**src/rtl/strip_pkg.sv**
```systemverilog
// Constants and helpers shared by the strip-tracking front end, the placement pipe
// and the write-back stage.
package strip_pkg;

  localparam int ID_W_DEF      = 4;
  localparam int WID_W_DEF     = 8;
  localparam int STRIP_CAP_DEF = 128;
  localparam int MAX_CAND      = 8;

  // Candidate k occupies bits [k*WID_W_DEF +: WID_W_DEF] of a packed width bus.
  function automatic logic [MAX_CAND*WID_W_DEF-1:0] pack_width(
    input logic [MAX_CAND*WID_W_DEF-1:0] bus,
    input int                            k,
    input logic [WID_W_DEF-1:0]          w
  );
    logic [MAX_CAND*WID_W_DEF-1:0] r;
    r = bus;
    r[k*WID_W_DEF +: WID_W_DEF] = w;
    return r;
  endfunction

endpackage

```
**src/rtl/strip_min_select.sv**
```systemverilog
// Combinational selection of the smallest (or largest) occupied width among N
// candidates, returning its index, ID and width.
module strip_min_select #(
  parameter int N        = 3,
  parameter int ID_W     = 4,
  parameter int WID_W    = 8,
  parameter bit FIND_MAX = 1'b0,
  parameter int IDX_W    = $clog2(N)
) (
  input  logic [N*ID_W-1:0]  ids,
  input  logic [N*WID_W-1:0] widths,
  output logic [IDX_W-1:0]   sel_idx,
  output logic [ID_W-1:0]    sel_id,
  output logic [WID_W-1:0]   sel_width
);

  logic [WID_W-1:0] wk;
  logic             better;

  // Strict compare: a later candidate only wins on a strictly better width,
  // so ties resolve to the lowest index.
  always_comb begin
    sel_idx   = '0;
    sel_width = widths[WID_W-1:0];
    wk        = '0;
    better    = 1'b0;
    for (int k = 1; k < N; k++) begin
      wk     = widths[k*WID_W +: WID_W];
      better = FIND_MAX ? (wk > sel_width) : (wk < sel_width);
      if (better) begin
        sel_idx   = IDX_W'(k);
        sel_width = wk;
      end
    end
  end

  assign sel_id = ids[sel_idx*ID_W +: ID_W];

endmodule

```
**src/rtl/strip_min_strike_pipe.sv**
```systemverilog
// Two-stage strip placement: pick least-occupied candidate, then test fit against
// STRIP_CAP and track consecutive misses with a saturating strike counter.
module strip_min_strike_pipe
  import strip_pkg::*;
#(
  parameter int NUM_CAND     = 3,
  parameter int ID_W         = ID_W_DEF,
  parameter int WID_W        = WID_W_DEF,
  parameter int STRIP_CAP    = STRIP_CAP_DEF,
  parameter int CNT_W        = 4,
  parameter int STRIKE_LIMIT = 8
) (
  input  logic                      clk,
  input  logic                      rst,
  input  logic                      in_valid,
  input  logic [NUM_CAND*ID_W-1:0]  strip_id,
  input  logic [NUM_CAND*WID_W-1:0] occupied_width,
  input  logic [WID_W-1:0]          width_in,
  input  logic                      strike_clr,
  output logic                      out_valid,
  output logic [ID_W-1:0]           min_strip_id,
  output logic [WID_W-1:0]          min_strip_width,
  output logic                      strike_flag,
  output logic [WID_W-1:0]          new_strip_width,
  output logic [CNT_W-1:0]          strike_count,
  output logic                      strike_limit_hit
);

  localparam int            IDX_W = $clog2(NUM_CAND);
  localparam logic [WID_W:0] CAP  = (WID_W+1)'(STRIP_CAP);

  logic [IDX_W-1:0] sel_idx_unused;
  logic [ID_W-1:0]  sel_id;
  logic [WID_W-1:0] sel_width;

  logic             s1_valid;
  logic [ID_W-1:0]  s1_id;
  logic [WID_W-1:0] s1_width;
  logic [WID_W-1:0] s1_win;

  logic [WID_W:0]   sum;
  logic             strike;

  strip_min_select #(
    .N       (NUM_CAND),
    .ID_W    (ID_W),
    .WID_W   (WID_W),
    .FIND_MAX(1'b0)
  ) u_sel (
    .ids      (strip_id),
    .widths   (occupied_width),
    .sel_idx  (sel_idx_unused),
    .sel_id   (sel_id),
    .sel_width(sel_width)
  );

  always_ff @(posedge clk or posedge rst) begin
    if (rst) begin
      s1_valid <= 1'b0;
      s1_id    <= '0;
      s1_width <= '0;
      s1_win   <= '0;
    end else begin
      s1_valid <= in_valid;
      if (in_valid) begin
        s1_id    <= sel_id;
        s1_width <= sel_width;
        s1_win   <= width_in;
      end
    end
  end

  // One extra bit so the sum can never wrap below the cap.
  assign sum    = {1'b0, s1_width} + {1'b0, s1_win};
  assign strike = (sum > CAP);

  always_ff @(posedge clk or posedge rst) begin
    if (rst) begin
      out_valid       <= 1'b0;
      min_strip_id    <= '0;
      min_strip_width <= '0;
      strike_flag     <= 1'b0;
      new_strip_width <= '0;
    end else begin
      out_valid <= s1_valid;
      if (s1_valid) begin
        min_strip_id    <= s1_id;
        min_strip_width <= s1_width;
        strike_flag     <= strike;
        new_strip_width <= strike ? s1_width : sum[WID_W-1:0];
      end
    end
  end

  always_ff @(posedge clk or posedge rst) begin
    if (rst)
      strike_count <= '0;
    else if (strike_clr)
      strike_count <= '0;
    else if (s1_valid) begin
      if (!strike)
        strike_count <= '0;
      else if (strike_count != '1)
        strike_count <= strike_count + 1'b1;
    end
  end

  assign strike_limit_hit = (strike_count >= CNT_W'(STRIKE_LIMIT));

endmodule

```
**config.mk**
```make
export PLATFORM = sky130hd
export DESIGN_NAME = strip_min_strike_pipe
export DESIGN_NICKNAME = d
export VERILOG_FILES = /design/src/rtl/strip_pkg.sv /design/src/rtl/strip_min_select.sv /design/src/rtl/strip_min_strike_pipe.sv
export SDC_FILE = /design/constraint.sdc
export NUM_CORES = 1
export LEC_CHECK = 0
export ABC_CLOCK_PERIOD_IN_PS = 2900
export CORE_UTILIZATION = 50
export DETAILED_ROUTE_END_ITERATION = 10
export PLACE_DENSITY = 0.81
export RECOVER_POWER = 50
export SLEW_MARGIN = 20
export SYNTH_ARGS = -nofsm -noshare
export SYNTH_HDL_FRONTEND = slang
export SYNTH_SLANG_ARGS = --single-unit
export TNS_END_PERCENT = 30
```
**constraint.sdc**
```tcl
create_clock -name clk -period 2.9 [get_ports clk]
set_input_delay 0.29 -clock clk [delete_from_list [all_inputs] [get_ports clk]]
set_output_delay 0.29 -clock clk [all_outputs]
set_load 0.05 [all_outputs]
```
-- Word-level counts from Yosys, hierarchy flattened
Index checks and enable logic that the tools add are counted.
Widths: inputs -> output; s select.
- equality and inequality tests: 2
- div/mod/pow operators: 0
- multiplexer cells: 9
- multiply operators: 0
- $lt $le $gt $ge: 4
- add/subtract/negate cells: 2
- reductions and logical operators: 2
- bitwise gates (word level): 0
- shifts and indexed selects: 1
- operators with widths (cell ; number):
    $mux 8 ; 3
    $lt 8x8->1 ; 2
    $mux 4 ; 4
    $shiftx 12x5->4 ; 1
    $add 8x8->9 ; 1
    $gt 9x8->1 const B ; 1
    $add 4x1->4 const B ; 1
    $ge 4x4->1 const B ; 1
    $ne 4x4->1 const B ; 1
    $ne 3x2->1 const B ; 1
    $mux 2 ; 1
    $reduce_and 2->1 ; 1
    $reduce_bool 2->1 ; 1
    $mux 1 ; 1
- register bits: 47
- bits in latches: 0
- memory bits (writable): 0
- output and inout port bits: 27
- memories kept: 0
- memory bits (read-only): 0

-- Longest topological paths before layout
Gate-level depths: netlist of run 1.
- depth after elaboration: 5
- gate-level depth with buffers: 17
- mapped depth without buffers: 15

-- By module
From an unflattened synthesis of run 1, not the netlist that was laid out.
- cell total of the unflattened synthesis: 339
- area, all modules: 3453.3 µm²
- by module, submodules not included (module ; instances ; cells an instance ; area each (µm²)):
    strip_min_strike_pipe ; 1 ; 208 ; 2426.1
    strip_min_select ; 1 ; 131 ; 1027.2

-- Worst setup path after synthesis of run 1
Ideal clock, no wire load.
- kind: input-to-reg
- start: in occupied_width[7]
- end: reg s1_id[0]
- data required time: 2.777 ns
- library setup time: 0.123 ns
- setup slack: -0.667 ns
- buffers on the path: 2
- arrival time: 3.443 ns
- stages: 17
- cell sequence: inv_1 -> ha_1 -> and3_1 -> nand2_1 -> a211o_1 -> nand3_1 -> buf_2 -> mux2i_1 -> ha_1 -> a21o_1 -> a21o_1 -> a221o_1 -> nor4_1 -> o21ai_2 -> clkbuf_1 -> a21oi_1 -> o2bb2ai_1
- cells in the longest elaborated chain, start to end: 5
- elaborated cells on any way between the ends: 6
- ends and longest elaborated chain (item ; RTL line ; text):
    from (decl) ; strip_min_strike_pipe.sv:17 ; input logic [NUM_CAND*WID_W-1:0] occupied_width,
    $lt 8x8->1 ; strip_min_select.sv:29 ; better = FIND_MAX ? (wk > sel_width) : (wk < sel_width);
    $mux 8 ; strip_min_select.sv:30 ; if (better) begin
    $lt 8x8->1 ; strip_min_select.sv:29 ;
    $mux 2 * ; strip_min_select.sv:30 ;
    $shiftx 12x5->4 * ; strip_min_select.sv:37 ; assign sel_id = ids[sel_idx*ID_W +: ID_W];
    to (signal assigned) ; strip_min_strike_pipe.sv:66 ; s1_id <= sel_id;
    to (decl) ; strip_min_strike_pipe.sv:37 ; logic [ID_W-1:0] s1_id;
Every way passes the cells marked *; elsewhere a longest branch is shown, timed or not.
A chain may end at the register's enable or synchronous reset.

-- Worst setup path in the final report of run 1
- start: in occupied_width[6]
- end: reg s1_width[6]
- cells in the longest elaborated chain, start to end: 4
- ends and longest elaborated chain (item ; RTL line ; text):
    $lt 8x8->1 ; strip_min_select.sv:29 ;
    $mux 8 * ; strip_min_select.sv:30 ;
    $lt 8x8->1 ; strip_min_select.sv:29 ;
    $mux 8 * ; strip_min_select.sv:30 ;
    to (signal assigned) ; strip_min_strike_pipe.sv:67 ; s1_width <= sel_width;
    to (decl) ; strip_min_strike_pipe.sv:38 ; logic [WID_W-1:0] s1_width;
Marked as above.

==> qor.csv, run 1 <==
stage;metric;value;unit
clock_network;Clk Latency, worst-skew pair;0.31;ns
global_route;first-pass GRT wire length;12200;um
clock_network;TritonCTS clock tree;yes;
timing;Max Fclk;312;MHz
synth;Synth Area in Compound Gates;21.9;%
route;DRC Markers;0;
power;PD cells;660;nW/um2
worst_setup_path;Worst EP arrival;3.44;ns
synth;Syn Nets;350;
worst_setup_path;critical path fanouts, max;5;
synth;Avg Cell Area, Syn;10.7;um2
route;drt pass-1 iters;4;
place;placed cell area;4030;um2
final_layout;register area;1180;um2
synth;Async S/R FF share, synth;100;%
hold_path;Tightest Hold Check Type;reg -> reg;
worst_setup_path;CP required;3.14;ns
final_layout;Fill cells;365;
global_route;total global routing track utilization;25.0;%
synth;Post-Syn Area;2960;um2
timing;count of pins over their slew limit;48;
floorplanning;Initial Util;52.7;%
synth;xor and xnor fraction of the mapped netlist area;0.888;%
power;Lkg Pwr;1.88;nW
synth;Top FF cell, synth;dfrtp_1;
route;via count;2693;
global_route;vias in the first global route;2509;
timing;Tmin final;3.21;ns
synth;largest family of logic cells by synthesized area;compound AO/OA/AOI/OAI gates;
timing;setup ws final;-0.307;ns
timing;max-slew headroom at the worst pin;-36.4;%
clock_network;maximum buffer depth of the clock tree;2;
global_route;met1 Resource Use GR;33.9;%
floorplanning;Die H;78.9;um
synth;area fraction of the dominant cell type after synthesis;39.8;%
clock_network;Root Buffer;clkbuf_8;
clock_network;CTS sink count;47;
final_layout;Inserted Diodes;0;
global_route;M3 GR Usage;5.06;%
synth;multiplexer share of the synthesized area;13.6;%
global_route;gr ovfl total;0;
synth;Synth warnings;0;
route;WL per Instance;17.7;um
timing;Tcrit/Tclk final;111;%
run;MaxCap Viol Count;1;
clock_network;Num CTS Buffers;5;
synth;Seq/Total Area, Yosys;39.8;%
floorplanning;die area;6230;um2
timing;Finish-stage setup viols;15;
final_layout;ratio of cells with drive above 1 in the final layout;33.5;%
synth;number of synthesized flops with an enable pin;0;
synth;top-count cell post-synth;dfrtp_1;
synth;post-synth top area cell;dfrtp_1;
run_status;outcome;finished, violations left;
global_route;antenna violations before repair;0;
route;final WL;8090;um
global_route;grt met2 use;41.5;%
run_status;failing checks;capacitance limit, slew limit, setup timing;
synth;Yosys cell types;49;
final_layout;fin area;4370;um2
power;worst IR drop on VDD;0.533;mV
clock_network;clk slew on worst S/H paths;0.09;ns
route;Iteration-0 DRC Markers;156;
global_route;global-route layer with the greatest usage;met2;
final_layout;nets;457;
synth;Synth Register Bits;47;
final_layout;multi-input combinational cell area;1920;um2
floorplanning;Die Wd;78.9;um
place;DP HPWL;5430;um
route;vias per cell;5.89;
timing;slew at the pin with the worst max-slew slack;2.03;ns
synth;synth cell count leaders;dfrtp_1 (47), mux2_2 (25), ha_1 (24), a21oi_1 (21), inv_1 (15);
timing;RSZ-0062 raised after global routing;true;
clock_network;hold-fix buffers at CTS;0;
place;PortBufs;74;
worst_setup_path;critical path type;in -> reg;
floorplanning;core outline area;5610;um2
timing;Layout Skew;0.00855;ns
place;placer's final routability congestion estimate;0.838;
power;Power Total;2.88;mW
clock_network;# H-tree levels;2;
floorplanning;floorplan row count;27;
global_route;largest net degree at the start of global routing;48;
synth;Simple-Gate Fraction of Synth Area;8.76;%
timing;Hold Vio Cnt, Final;0;
floorplanning;I/O Pins;75;
synth;post-synthesis adder-cell area fraction;10.8;%
worst_setup_path;CP startpoint kind;input pin;
synth;synth top area cells;dfrtp_1 (40%), ha_1 (10%), mux2_2 (9.5%);
worst_setup_path;CP Capture Type;flop;
route;Detail Route Antenna Nets;0;
final_layout;area grow syn2layout;47.7;%
synth;cell count after synthesis;277;
-- registers in the layout, summed over array words and instances (netlist names) --
signal and cells:
min_strip_width 8, new_strip_width 8, s1_width 8, s1_win 8
min_strip_id 4, s1_id 4, strike_count 4, out_valid 1
s1_valid 1, strike_flag 1
-- cell type report --
type                       instances  area share (%)
clock buffer                       5            1.58
clock inverter                     3           0.544
inverter                          16            1.86
multi-input combinational        204            43.9
sequential                        47            26.9
tap                               72            2.06
timing repair buffer             110            23.2
-- cell families after synthesis --
kind of cell / Yosys count
and+or+nand+nor: 48
adders and majority gates: 25
AOI/OAI and AO/OA: 88
buffers and inverters: 29
DFF: 47
muxes: 37
xor gates and xnor gates: 3
-- worst max-delay path, stage by stage --
cell and delay (ns):
buf_6 0.09, inv_6 0.03, ha_4 0.25, and3_4 0.18
nand2_2 0.06, a211o_1 0.27, nand3_4 0.16, mux2i_4 0.29
ha_4 0.23, a21o_1 0.17, a21o_1 0.17, a221o_1 0.37
nor4_4 0.17, buf_6 0.17, o21ai_4 0.11, a31o_4 0.29
o2bb2ai_2 0.12
-- routing by layer --
layer	vias up	wire, um
met1	1335	3520
met2	75	4120
met3	16	305
met5	-	0
li1	1267	-
met4	0	146
-- cell usage in the layout, fill, tap and decap left out, types with 4 or more instances in the layout --
cell type / instances
a21o_1: 4
a21oi_1: 18
a21oi_2: 4
a31o_2: 6
a31o_4: 4
a31oi_1: 4
buf_4: 34
buf_6: 7
clkbuf_2: 5
clkbuf_8: 5
clkdlybuf4s50_1: 58
dfrtp_1: 47
ha_1: 19
ha_4: 5
inv_1: 9
mux2_2: 25
mux2i_1: 9
nand2_1: 7
nand2b_1: 4
nor2_1: 14
nor3_1: 6
o21a_1: 5
o21ai_1: 5
o2bb2ai_1: 8
o2bb2ai_2: 4
-- final timing paths --
kind	startpoint	end	slack (ns)	cells after the start
setup / recovery	occupied_width[6]	s1_width[6]$_DFFE_PP0P_	-0.31	17
hold / removal	strike_flag$_DFFE_PP0P_	strike_flag$_DFFE_PP0P_	0.50	1
setup reg to reg	s1_width[0]$_DFFE_PP0P_	strike_count[0]$_DFFE_PP0P_	-0.02	9
hold reg to reg	strike_flag$_DFFE_PP0P_	strike_flag$_DFFE_PP0P_	0.50	1
max in group asynchronous	rst	s1_width[6]$_DFFE_PP0P_	1.02	2
min in group asynchronous	rst	min_strip_id[2]$_DFFE_PP0P_	0.96	2
-- stage by stage --
step                      TNS, ns  std cells  setup WS, ns  hold WS (ns)  util (%)
after CTS                   -3.32        455        -0.324         0.496      75.4
after detailed placement   -14.06        440         -1.24         0.473      71.8
after floorplan             -4.24        277        -0.374         0.321         -
final                       -2.94        457        -0.307         0.496      77.9
after global routing        -5.66        457        -0.402         0.506      77.9
after global placement     -12.24        440         -1.05         0.461      71.8
-- timing repair --
action,CTS,global route
resized for setup,49,42
setup buffers,5,2
cloned,2,1
setup endpoints to repair,12,23
pin swaps,26,24
-- power by group --
group | leakage (nW) | internal, mW | total (mW) | switching [mW]
Sequential | 0.564 | 0.798 | 0.907 | 0.110
Clock | 0.0408 | 0.173 | 0.415 | 0.243
Combinational | 1.27 | 0.668 | 1.56 | 0.892
Total | 1.88 | 1.64 | 2.88 | 1.24
Note: power is estimated with default switching activity, not from simulation.
==> run 2: changes to the inputs <==
--- a/config.mk
+++ b/config.mk
@@ -6,10 +6,12 @@
 export NUM_CORES = 1
 export LEC_CHECK = 0
 export ABC_CLOCK_PERIOD_IN_PS = 2900
+export CAP_MARGIN = 40
 export CORE_UTILIZATION = 50
 export DETAILED_ROUTE_END_ITERATION = 10
 export PLACE_DENSITY = 0.81
 export RECOVER_POWER = 50
+export SKIP_LAST_GASP = 1
 export SLEW_MARGIN = 20
 export SYNTH_ARGS = -nofsm -noshare
 export SYNTH_HDL_FRONTEND = slang
==> run 2 against run 1 <==
Effect of this change: the flow finishes with violations (setup timing); critical path depth is 1 lower; register-to-register slack better by 0.02 ns; design area is 0.97% higher; global-route usage is 1.1 points higher; first-iteration DRC count is 69% higher; power is 0.26% higher; critical path type unchanged; largest cell class unchanged; highest routed layer unchanged.
==> qor.csv, run 2 (synthesis gave the netlist of run 1 again) <==
stage;metric;value;unit;change
run_status;outcome;finished, violations left;;
run_status;failing checks;setup timing;;
timing;max-slew headroom at the worst pin;48.4;%;+85 points
route;final WL;8630;um;+6.7%
final_layout;area grow syn2layout;49.2;%;
final_layout;Fill cells;366;;+0.27%
timing;Finish-stage setup viols;12;;-3
clock_network;clk slew on worst S/H paths;0.09;ns;about the same
power;Lkg Pwr;1.93;nW;+2.8%
timing;slew at the pin with the worst max-slew slack;0.770;ns;-1.26 ns
worst_setup_path;CP required;3.12;ns;-0.02 ns
global_route;first-pass GRT wire length;12800;um;+4.7%
route;DRC Markers;0;;unchanged
clock_network;Root Buffer;clkbuf_8;;
route;vias per cell;6.05;;+2.6%
final_layout;Inserted Diodes;0;;unchanged
place;PortBufs;74;;unchanged
floorplanning;I/O Pins;75;;unchanged
place;Inst Count DP;441;;+0.23%
clock_network;Clk Latency, worst-skew pair;0.30;ns;about the same
worst_setup_path;CP startpoint kind;input pin;;
clock_network;Num CTS Buffers;5;;unchanged
route;Detail Route Antenna Nets;0;;unchanged
place;DP HPWL;5490;um;+1.2%
clock_network;# H-tree levels;2;;unchanged
floorplanning;Initial Util;52.7;%;unchanged
timing;worst hold slack;0.490;ns;-0.00612 ns
route;drt pass-1 iters;4;;unchanged
place;placed cell area;4050;um2;+0.50%
clock_network;maximum buffer depth of the clock tree;2;;unchanged
timing;Max Fclk;315;MHz;+0.87%
final_layout;register area;1180;um2;unchanged
worst_setup_path;CP Capture Type;flop;;
global_route;vias in the first global route;2603;;+3.7%
global_route;gr ovfl total;0;;unchanged
worst_setup_path;Worst EP arrival;3.40;ns;-0.04 ns
floorplanning;die area;6230;um2;unchanged
timing;setup ws final;-0.279;ns;+0.0278 ns
worst_setup_path;critical path fanouts, max;5;;unchanged
floorplanning;Die H;78.9;um;unchanged
floorplanning;core outline area;5610;um2;unchanged
timing;Hold Vio Cnt, Final;0;;unchanged
floorplanning;Die Wd;78.9;um;unchanged
floorplanning;floorplan row count;27;;unchanged
global_route;antenna violations before repair;0;;unchanged
run;MaxCap Viol Count;0;;-1
final_layout;ratio of cells with drive above 1 in the final layout;33.2;%;-0.26 points
worst_setup_path;Reg2Reg Depth;9;;unchanged
route;Iteration-0 DRC Markers;264;;+69%
final_layout;fin cells;463;;+1.3%
route;WL per Instance;18.6;um;+5.3%
worst_setup_path;critical path type;in -> reg;;
final_layout;multi-input combinational cell area;1900;um2;-0.65%
global_route;largest net degree at the start of global routing;34;;-29%
timing;Layout Skew;0.00792;ns;-0.000629 ns
final_layout;nets;463;;+1.3%
power;PD cells;655;nW/um2;-0.71%
clock_network;TritonCTS clock tree;yes;;
timing;RSZ-0062 raised after global routing;true;;
power;worst IR drop on VDD;0.468;mV;-12%
final_layout;fin area;4410;um2;+0.97%
timing;Tmin final;3.18;ns;-0.0278 ns
final_layout;most frequent cells in the layout;clkdlybuf4s50_1 (57), dfrtp_1 (47), buf_4 (38), mux2_2 (25), ha_1 (20);;
route;via count;2799;;+3.9%
timing;count of pins over their slew limit;0;;-100%
hold_path;Tightest Hold Check Type;in -> async;;
final_layout;commonest non-fill, non-tap cell in the layout;clkdlybuf4s50_1;;
clock_network;CTS sink count;47;;unchanged
global_route;total global routing track utilization;26.1;%;+1.1 points
place;placer's final routability congestion estimate;0.838;;unchanged
timing;Tcrit/Tclk final;110;%;-0.96 points
## run 2: cell types whose count changed in the layout (fill, tap and decap cells not counted), moves of 2 or more
cell,previous run,this run
o31ai_1,3,5
clkbuf_1,0,2
a21oi_1,18,16
clkbuf_2,5,3
o31ai_2,2,0
o2bb2ai_2,4,1
clkinvlp_4,2,0
o2bb2ai_1,8,10
buf_4,34,38
a21oi_2,4,6
## run 2: path summary, 6_finish.rpt
path / start / end / slack (ns)
worst min register to register: strike_flag$_DFFE_PP0P_ / strike_flag$_DFFE_PP0P_ / 0.49
max in group asynchronous: rst / s1_width[6]$_DFFE_PP0P_ / 1.82
worst min-delay path: rst / strike_count[3]$_DFFE_PP0P_ / 0.49
worst max register to register: s1_win[0]$_DFFE_PP0P_ / new_strip_width[4]$_DFFE_PP0P_ / 0
worst max-delay path: occupied_width[15] / s1_id[1]$_DFFE_PP0P_ / -0.28
min in group clk: strike_flag$_DFFE_PP0P_ / strike_flag$_DFFE_PP0P_ / 0.49
## run 2: where the power goes
group          total [mW]  internal [mW]  switching [mW]
sequential          0.910          0.798           0.112
clock               0.389          0.170           0.219
combinational        1.59          0.678           0.913
## run 2: final cells by class
type                            instances  share of cell area (%)
Clock buffer                            7                    1.73
Clock inverter                          1                   0.113
Inverter                               16                    1.82
Multi-Input combinational cell        205                    43.2
Sequential cell                        47                    26.7
Tap cell                               72                    2.04
Timing Repair Buffer                  115                    24.5
## run 2: critical path, stage by stage
cell	delay (ns)
buf_6	0.11
ha_4	0.26
and3_4	0.18
nand2_2	0.04
a211o_1	0.27
nand3_4	0.15
mux2i_2	0.25
ha_1	0.28
a21o_1	0.18
a21o_1	0.17
a221o_1	0.36
buf_4	0.19
a31oi_2	0.21
buf_4	0.18
o31ai_1	0.09
o2bb2ai_1	0.18
## run 2: per-stage QoR
step	setup slack (ns)	power, mW	TNS, ns	util, %
after floorplan	-0.374	1.90	-4.24	-
after global placement	-1.05	2.33	-12.24	71.8
after detailed placement	-1.20	2.37	-13.66	72.1
after CTS	-0.340	2.79	-3.60	75.8
after global routing	-0.406	3.03	-5.55	78.7
final	-0.279	2.89	-2.89	78.7
## run 2: what timing repair did
| action | 4_1_cts | 5_1_grt |
|---|---|---|
| pin swaps | 20 | 21 |
| endpoints found under the setup margin | 12 | 23 |
| gates cloned | 2 | 2 |
| hold buffers | 0 | 0 |
| buffers inserted | 7 | 4 |
| resized for setup | 48 | 43 |
## run 2: routing by layer
layer  GRT usage (%)  share of wire (%)
met3            4.71                5.6
met5               0                  0
met2            44.2                 53
met1            34.8                 40
met4            6.00                2.0
